### config.mk
export PLATFORM = sky130hd
export DESIGN_NAME = pc_unit
export DESIGN_NICKNAME = d
export VERILOG_FILES = /design/src/rtl/pc_pkg.sv /design/src/rtl/ras_stack.sv /design/src/rtl/pc_unit.sv
export SDC_FILE = /design/constraint.sdc
export NUM_CORES = 1
export LEC_CHECK = 0
export BUFFER_PORTS_ARGS = -buffer_cell sky130_fd_sc_hd__buf_2
export CORE_AREA = 8 8 141 77
export DETAILED_ROUTE_END_ITERATION = 16
export DIE_AREA = 0 0 149 85
export PLACE_DENSITY = 0.56
export RECOVER_POWER = 100
export SKIP_LAST_GASP = 1
export SLEW_MARGIN = 20
export SYNTH_ARGS = -nofsm -noshare
export SYNTH_HDL_FRONTEND = slang
export SYNTH_SLANG_ARGS = --single-unit
### constraint.sdc
create_clock -name clk -period 2.4 [get_ports clk]
set_clock_uncertainty 0.2 [all_clocks]
set_input_delay 0.24 -clock clk [delete_from_list [all_inputs] [get_ports clk]]
set_output_delay 0.24 -clock clk [all_outputs]
set_load 0.05 [all_outputs]
### src/rtl/pc_pkg.sv
// rtl/pc_pkg.sv - shared defaults, count-width helper and select type for the PC unit
package pc_pkg;

  localparam int ADDR_W_DEF    = 10;
  localparam int STEP_DEF      = 1;
  localparam int RESET_VEC_DEF = 0;
  localparam int RAS_DEPTH_DEF = 4;

  // Bits needed to hold an entry count from 0 up to and including depth
  function automatic int cnt_width(input int depth);
    return $clog2(depth + 1);
  endfunction

  localparam int RAS_CNT_W_DEF = cnt_width(RAS_DEPTH_DEF);

  // Source of the next instruction address
  typedef enum logic [1:0] {
    SEL_SEQ,
    SEL_HOLD,
    SEL_TGT,
    SEL_RAS
  } pc_sel_e;

endpackage

### src/rtl/ras_stack.sv
// rtl/ras_stack.sv - circular return-address stack with overflow/underflow pulses
module ras_stack #(
  parameter int ADDR_W = 10,
  parameter int DEPTH  = 4,
  parameter int CNT_W  = 3
) (
  input  logic              clk,
  input  logic              rst,
  input  logic              push,
  input  logic              pop,
  input  logic [ADDR_W-1:0] push_data,
  output logic [ADDR_W-1:0] top,
  output logic [CNT_W-1:0]  count,
  output logic              ovf,
  output logic              unf
);

  localparam int PTR_W = $clog2(DEPTH);

  logic [ADDR_W-1:0] mem_q [DEPTH];
  logic [PTR_W-1:0]  wp_q, wp_d, top_ptr;
  logic [CNT_W-1:0]  count_q, count_d;
  logic              full, empty;

  assign full    = (count_q == CNT_W'(DEPTH));
  assign empty   = (count_q == '0);
  // The newest entry sits just below the write pointer, wrapping at the bottom
  assign top_ptr = (wp_q == '0) ? PTR_W'(DEPTH - 1) : wp_q - PTR_W'(1);
  assign top     = mem_q[top_ptr];
  assign count   = count_q;
  assign ovf     = push && full;
  assign unf     = pop && empty;

  // Pointer and count update; a push when full overwrites the oldest slot
  always_comb begin
    wp_d    = wp_q;
    count_d = count_q;
    if (push) begin
      wp_d = (wp_q == PTR_W'(DEPTH - 1)) ? '0 : wp_q + PTR_W'(1);
      if (!full) count_d = count_q + CNT_W'(1);
    end else if (pop && !empty) begin
      wp_d    = top_ptr;
      count_d = count_q - CNT_W'(1);
    end
  end

  // Pointer/count registers; reset empties the stack
  always_ff @(posedge clk) begin
    if (rst) begin
      wp_q    <= '0;
      count_q <= '0;
    end else begin
      wp_q    <= wp_d;
      count_q <= count_d;
    end
  end

  // Entry storage is never reset; entries are unreachable while count is zero
  always_ff @(posedge clk) begin
    if (push && !rst) mem_q[wp_q] <= push_data;
  end

endmodule

### src/rtl/pc_unit.sv
// rtl/pc_unit.sv - program counter with redirect, call/return stack and sticky flags
module pc_unit
  import pc_pkg::*;
#(
  parameter int ADDR_W    = ADDR_W_DEF,
  parameter int STEP      = STEP_DEF,
  parameter int RESET_VEC = RESET_VEC_DEF,
  parameter int RAS_DEPTH = RAS_DEPTH_DEF
) (
  input  logic                           clk,
  input  logic                           rst,
  input  logic                           stall,
  input  logic                           redirect_valid,
  input  logic                           call_valid,
  input  logic                           ret_valid,
  input  logic [ADDR_W-1:0]              redirect_addr,
  output logic [ADDR_W-1:0]              iaddr,
  output logic [$clog2(RAS_DEPTH+1)-1:0] ras_count,
  output logic                           ras_ovf,
  output logic                           ras_unf
);

  localparam int CNT_W = cnt_width(RAS_DEPTH);

  logic [ADDR_W-1:0] iaddr_q, iaddr_d, seq_addr, ras_top;
  logic [CNT_W-1:0]  count;
  logic              push, pop, ovf_pulse, unf_pulse;
  logic              ras_ovf_q, ras_unf_q;
  pc_sel_e           sel;

  assign seq_addr = iaddr_q + ADDR_W'(STEP);

  // Priority: redirect beats stall, stall masks ret, ret beats call
  always_comb begin
    sel  = SEL_SEQ;
    push = 1'b0;
    pop  = 1'b0;
    if (redirect_valid) begin
      sel = SEL_TGT;
    end else if (stall) begin
      sel = SEL_HOLD;
    end else if (ret_valid) begin
      pop = 1'b1;
      if (count != '0) sel = SEL_RAS;
    end else if (call_valid) begin
      push = 1'b1;
      sel  = SEL_TGT;
    end
  end

  // Next-address mux driven by the selected source
  always_comb begin
    case (sel)
      SEL_HOLD: iaddr_d = iaddr_q;
      SEL_TGT:  iaddr_d = redirect_addr;
      SEL_RAS:  iaddr_d = ras_top;
      default:  iaddr_d = seq_addr;
    endcase
  end

  ras_stack #(
    .ADDR_W (ADDR_W),
    .DEPTH  (RAS_DEPTH),
    .CNT_W  (CNT_W)
  ) u_ras (
    .clk       (clk),
    .rst       (rst),
    .push      (push),
    .pop       (pop),
    .push_data (seq_addr),
    .top       (ras_top),
    .count     (count),
    .ovf       (ovf_pulse),
    .unf       (unf_pulse)
  );

  // PC register and sticky flags, cleared only by reset
  always_ff @(posedge clk) begin
    if (rst) begin
      iaddr_q   <= ADDR_W'(RESET_VEC);
      ras_ovf_q <= 1'b0;
      ras_unf_q <= 1'b0;
    end else begin
      iaddr_q   <= iaddr_d;
      ras_ovf_q <= ras_ovf_q | ovf_pulse;
      ras_unf_q <= ras_unf_q | unf_pulse;
    end
  end

  assign iaddr     = iaddr_q;
  assign ras_count = count;
  assign ras_ovf   = ras_ovf_q;
  assign ras_unf   = ras_unf_q;

endmodule

==> results of run 1 <==
[worst reg2reg max path: stages (launching register included)]
cell and delay (ps):
dfxtp_1 330, inv_1 70, ha_1 230, nor2b_1 140, buf_6 170, buf_4 150, mux4_2 490, a221oi_1 250
a221oi_1 110
[per-layer routing]
metal | global-route usage [%] | vias up | routed length [µm]
li1 | - | 853 | -
met1 | 14.9 | 888 | 3240
met2 | 15.0 | 43 | 2820
met3 | 4.46 | 7 | 443
met4 | 3.82 | 0 | 65
met5 | 0 | - | 0
[stage by stage]
step | instances | TNS (ps) | util [%] | total power, µW | hold WS [ps]
5_1_grt | 366 | -35.5 | 35.4 | 2600 | 52.3
2_1_floorplan | 192 | 0 | - | 1330 | 119
3_5_place_dp | 348 | 0 | 32.8 | 1420 | 244
4_1_cts | 364 | 0 | 35.7 | 2530 | 31.2
3_3_place_gp | 348 | 0 | 32.8 | 1420 | 232
6_report | 366 | 0 | 35.4 | 2500 | 32.0
[repair_timing]
item,4_1_cts,5_1_grt
setup endpoints to repair,0,6
resized for setup,0,2
setup buffers,0,2
[synthesized netlist by cell type, drive strengths merged]
cell type | instances | area share (%)
nand2b | 1 | 0.24
nand3b | 1 | 0.29
clkbuf | 5 | 0.77
a31o | 1 | 0.34
o21ai | 10 | 1.9
fa | 1 | 0.77
a221oi | 13 | 4.4
o211ai | 4 | 1.1
o22ai | 1 | 0.24
and3 | 4 | 0.96
or3b | 1 | 0.43
buf | 2 | 1.0
edfxtp | 40 | 46
o311a | 1 | 0.38
nor2b | 3 | 0.72
nand2 | 10 | 1.4
nand3 | 4 | 0.77
nor2 | 8 | 1.8
a31oi | 1 | 0.24
xor2 | 1 | 0.34
ha | 5 | 2.4
o21a | 4 | 1.1
or2 | 4 | 0.96
mux4 | 10 | 8.6
a211oi | 3 | 0.86
a21oi | 8 | 1.5
mux2 | 2 | 0.86
or3 | 1 | 0.24
dfxtp | 17 | 13
inv | 11 | 1.6
nor4b | 1 | 0.91
nor3 | 8 | 2.0
xnor2 | 4 | 1.3
nand4 | 2 | 0.48
[layout make-up]
| cell class | count | area share (%) |
|---|---|---|
| clock buffer | 11 | 7.30 |
| sequential | 57 | 48.3 |
| multi-input combinational | 117 | 30.6 |
| tap | 121 | 4.75 |
| clock inverter | 5 | 0.706 |
| inverter | 11 | 1.29 |
| timing repair buffer | 44 | 7.06 |
[cells by family (layout without fill, tap and decap cells)]
| group | after synthesis | after routing | synth area share, % |
|---|---|---|---|
| mux | 12 | 12 | 9.48 |
| compound gates | 46 | 46 | 12.2 |
| fa+ha+maj | 6 | 6 | 3.16 |
| simple gates | 48 | 48 | 11.2 |
| xor+xnor | 5 | 5 | 1.68 |
| flops | 57 | 57 | 59.0 |
| buf+inv | 18 | 71 | 3.35 |
[flip-flops by register name, summed over array words and instances, names as in the netlist]
name	count
iaddr	10
ras_ovf	1
ras_unf	1
u_ras.count	3
u_ras.mem_q	40
u_ras.wp_q	2
[how the worst max path moves through the flow]
stage	startpoint	endpoint
finish	u_ras.wp_q[0]$_SDFFE_PP0P_	iaddr[0]$_SDFFE_PP0P_
global route	u_ras.wp_q[0]$_SDFFE_PP0P_	iaddr[2]$_SDFFE_PP0P_
CTS	u_ras.wp_q[0]$_SDFFE_PP0P_	iaddr[9]$_SDFFE_PP0P_
detailed placement	u_ras.wp_q[0]$_SDFFE_PP0P_	iaddr[9]$_SDFFE_PP0P_
global placement	u_ras.wp_q[0]$_SDFFE_PP0P_	iaddr[9]$_SDFFE_PP0P_
floorplan	u_ras.wp_q[0]$_SDFFE_PP0P_	iaddr[8]$_SDFFE_PP0P_
[power breakdown]
part,internal [µW],total (µW),switching [µW]
clock,683,1100,415
combinational,91.8,281,189
sequential,1090,1120,29.9
==> flow_metrics.tcl, run 1 <==
set metrics [dict create \
    outcome "completed" \
    vias 1791 \
    ys_seq_area_share_pct 59.0 \
    setup_slack_ps 106 \
    viasPerCell 4.89 \
    clkTransAtPathRegs_ps 50 \
    remaining_drc_errors 0 \
    ioPinCount 31 \
    hold_class "input pin to flop" \
    final_hold_viol_count 0 \
    grt_max_degree 18 \
    worst_slew_pin_slew_ps 632 \
    dieArea_mm2 0.0127 \
    cts_buffer_depth 2 \
    clk_latency_ps 330 \
    r2r-start "u_ras.wp_q[0]$_SDFFE_PP0P_" \
    hold_buffers 0 \
    fin_crit_sh_pct 95.6 \
    die_w_um 149 \
    fillCellCount 919 \
    drtIter0Drc 157 \
    fmax_mhz 436 \
    synth_area_mm2 0.00261 \
    drive_gt1_share_pct 24.5 \
    p_leak_uw 0.00112 \
    final_common_cell "edfxtp_1" \
    antenna_found_initial 0 \
    h-tree-depth 3 \
    drv_cap 0 \
    r2r_setup_slack_ps 110 \
    antenna_cells 0 \
    critPathBufInv 3 \
    cts_buffers 9 \
    r2r-end "iaddr[0]$_SDFFE_PP0P_" \
    grt_pass1_wl_um 10300 \
    avgSynthCellArea_um2 13.6 \
    drv_slew 0 \
    postPlaceCellArea_mm2 0.00296 \
    dpl.hpwl_um 4570 \
    pre_cts_ws_ps 111 \
    track_usage_pct 10.9 \
    grt_pass1_vias 1759 \
    holdPathEnd "iaddr[6]$_SDFFE_PP0P_" \
    wl_um 6570 \
    rsz0062_at_grt "true" \
    wire_per_inst_um 17.9 \
    synth.distinct_cells 39 \
    cts_tree "built" \
    clock-sinks 57 \
    mostFrequentLayoutCells "edfxtp_1 (40), clkbuf_1 (19), dfxtp_1 (17), buf_2 (14), a221oi_1 (12)" \
    netlist_instances 192 \
    cpPeakStageDelay_ps 490 \
    seq_area_mm2 0.00154 \
    hp-start "redirect_addr[6]" \
    path_common_cell "a221oi_1" \
    crit_family "multiplexers" \
    gp_congestion 0.709 \
    port_buffers 30 \
    worst-path-max-fanout 7 \
    firstDrtPassIters 4 \
    ys_ff_latch 57 \
    synth_nets 214 \
    fin_crit_ps 2290 \
    num_rows 25 \
    ys_warn_count 0 \
    cellPowerDensity_mw_per_mm2 783 \
    startpoint_type "flop" \
    multiInputGateArea_um2 975 \
    cts-root-buf "clkbuf_16" \
    worstPathArrival_ps 2280 \
    start_util_pct 29.0 \
    cp_num_cells 8 \
    die_h_um 85 \
    grt.overflow.total 0 \
    crit_path_top_delay_cell "mux4_2" \
    required_ps 2390 \
    crit_path_end_kind "flop" \
    path_cells "inv_1, ha_1, nor2b_1, buf_6, buf_4, mux4_2, a221oi_1, a221oi_1" \
    setup_viol 0 \
    worstRegToRegCells 8 \
    ant_nets 0 \
    whs_path_depth 3 \
    design_area_mm2 0.00319 \
    relSlewSlack_pct 58.0 \
    nets 262 \
    coreArea_mm2 0.00901 \
    area_growth_pct 22.1 \
    critPathKind "flop to flop" \
    irDropWorstVdd_mv 0.429 \
]
Note: power is estimated with default switching activity, not from simulation.
==> inputs of run 2 (changes only) <==
--- a/config.mk
+++ b/config.mk
@@ -5,11 +5,11 @@
 export SDC_FILE = /design/constraint.sdc
 export NUM_CORES = 1
 export LEC_CHECK = 0
-export BUFFER_PORTS_ARGS = -buffer_cell sky130_fd_sc_hd__buf_2
 export CORE_AREA = 8 8 141 77
 export DETAILED_ROUTE_END_ITERATION = 16
 export DIE_AREA = 0 0 149 85
-export PLACE_DENSITY = 0.56
+export DONT_BUFFER_PORTS = 1
+export PLACE_DENSITY = 0.53
 export RECOVER_POWER = 100
 export SKIP_LAST_GASP = 1
 export SLEW_MARGIN = 20
==> run 2 against run 1 <==
  * Clock power grew 6%
  * Sequential power about the same
  * Critical path depth fell by 1
  * Maximum frequency up 3.3%
  * Flip-flop and latch count unchanged
==> flow_metrics.tcl, run 2 (same netlist as run 1, synthesis figures left out) <==
set metrics [dict create \
    outcome "completed" \
    p_int_uw 1930 \
    cts_buffers 9 \
    cts-root-buf "clkbuf_16" \
    crit_path_end_kind "flop" \
    seqPwrFrac_pct 43.5 \
    nets 250 \
    rsz0062_at_grt "false" \
    relSlewSlack_pct 40.8 \
    mostFrequentLayoutCells "edfxtp_1 (40), clkbuf_1 (20), dfxtp_1 (17), a221oi_1 (12), inv_1 (11)" \
    worst-path-max-fanout 4 \
    crit_family "multiplexers" \
    fin_crit_sh_pct 92.5 \
    wire_per_inst_um 19.0 \
    port_buffers 0 \
    hold_class "input pin to flop" \
    track_usage_pct 11.6 \
    h-tree-depth 3 \
    required_ps 2370 \
    die_w_um 149 \
    hp-start "redirect_addr[1]" \
    dieArea_mm2 0.0127 \
    cts_setup_buffers 0 \
    grt_pass1_vias 1798 \
    critPathLaunch "u_ras.wp_q[1]$_SDFFE_PP0P_" \
    firstDrtPassIters 7 \
    start_util_pct 29.0 \
    setup_viol 0 \
    largest_reg_flops 40 \
    die_h_um 85 \
    wl_um 6740 \
    critPathBufInv 2 \
    grt_pass1_wl_um 10700 \
    p_leak_uw 0.00105 \
    crit_path_top_delay_cell "mux4_2" \
    cpPeakStageDelay_ps 510 \
    pre_cts_ws_ps 99.1 \
    postPlaceCellArea_mm2 0.00290 \
    dpl.hpwl_um 4710 \
    vias 1731 \
    ant_nets 0 \
    grt.overflow.total 0 \
    final_hold_viol_count 0 \
    cellPowerDensity_mw_per_mm2 801 \
    r2r-start "u_ras.wp_q[1]$_SDFFE_PP0P_" \
    gp_congestion 0.704 \
    drive_gt1_share_pct 18.9 \
    ioPinCount 31 \
    setup_slack_ps 179 \
    critPathKind "flop to flop" \
    grt_max_degree 18 \
    worst_slew_pin_slew_ps 886 \
    antenna_found_initial 0 \
    final_common_cell "edfxtp_1" \
    switchingPower_uw 626 \
    viasPerCell 4.89 \
    drtIter0Drc 78 \
    design_area_mm2 0.00319 \
    cts_tree "built" \
    remaining_drc_errors 0 \
    drv_cap 0 \
    num_rows 25 \
    startpoint_type "flop" \
    clk_latency_ps 330 \
    fin_tns_setup_ps 0 \
    clock-sinks 57 \
    clkTransAtPathRegs_ps 50 \
    drv_slew 0 \
    area_growth_pct 22.2 \
    antenna_cells 0 \
    fin_crit_ps 2220 \
    cts_buffer_depth 2 \
    path_cells "inv_1, ha_2, nor2b_2, buf_4, mux4_2, a221oi_2, a221oi_1" \
    finalPower_uw 2560 \
    irDropWorstVdd_mv 0.353 \
    worstPathArrival_ps 2190 \
    fmax_mhz 450 \
    coreArea_mm2 0.00901 \
    fillCellCount 897 \
    combPwrFrac_pct 10.8 \
    clock_power_share_pct 45.8 \
    swShare_pct 24.5 \
    largest-register "u_ras.mem_q" \
]
run 2: changes by cell type in the layout (fill, tap and decap cells not counted), moves of 2 or more:
cell,change
clkinv_1,-2
dlygate4sd3_1,+8
buf_4,-2
buf_2,-14
clkbuf_8,+2
clkbuf_2,-4
clkinv_2,-2
run 2: per-stage QoR:
| step | cells | hold WS, ps | util (%) |
|---|---|---|---|
| floorplan | 192 | 119 | - |
| global placement | 330 | 113 | 32.2 |
| detailed placement | 330 | 115 | 32.2 |
| CTS | 354 | 3.39 | 36.1 |
| global route | 354 | 26.3 | 35.4 |
| finish | 354 | 21.4 | 35.4 |
run 2: routing by layer:
layer | vias up | share of wire, % | GRT usage, %
met5 | - | 0 | 0
met4 | 0 | 1.2 | 3.82
met3 | 7 | 6.6 | 6.00
met2 | 30 | 42 | 15.8
met1 | 867 | 50 | 15.2
li1 | 827 | - | -
run 2: path summary, 6_finish.rpt:
kind              slack, ps                     to  cells after the start
hold reg to reg         360  iaddr[2]$_SDFFE_PP0P_                      2
setup / recovery        180  iaddr[8]$_SDFFE_PP0P_                      7
hold / removal           20  iaddr[1]$_SDFFE_PP0P_                      2
setup reg to reg        180  iaddr[8]$_SDFFE_PP0P_                      7
run 2: repair_timing:
action / in CTS / in global routing
resized for setup: 0 / 4
endpoints found under the setup margin: 0 / 8
hold endpoints to repair: 17 / 0
hold buffers: 8 / 0
run 2: power by group through the flow:
stage	Clock [µW]	Combinational, µW	Sequential [µW]
after floorplan	0	133	1190
after global placement	0	272	1130
after detailed placement	0	274	1130
after CTS	1200	292	1110
after global routing	1250	302	1110
final	1170	275	1110
run 2: final cells by class:
class / count / area, µm² / area share, %
clock buffers: 14 / 264 / 8.27
inverters: 11 / 41.3 / 1.29
flip-flops and latches: 57 / 1540 / 48.3
clock inverters: 2 / 12.5 / 0.392
well taps: 121 / 151 / 4.74
repair buffers: 32 / 200 / 6.27
multi-input cells: 117 / 981 / 30.7
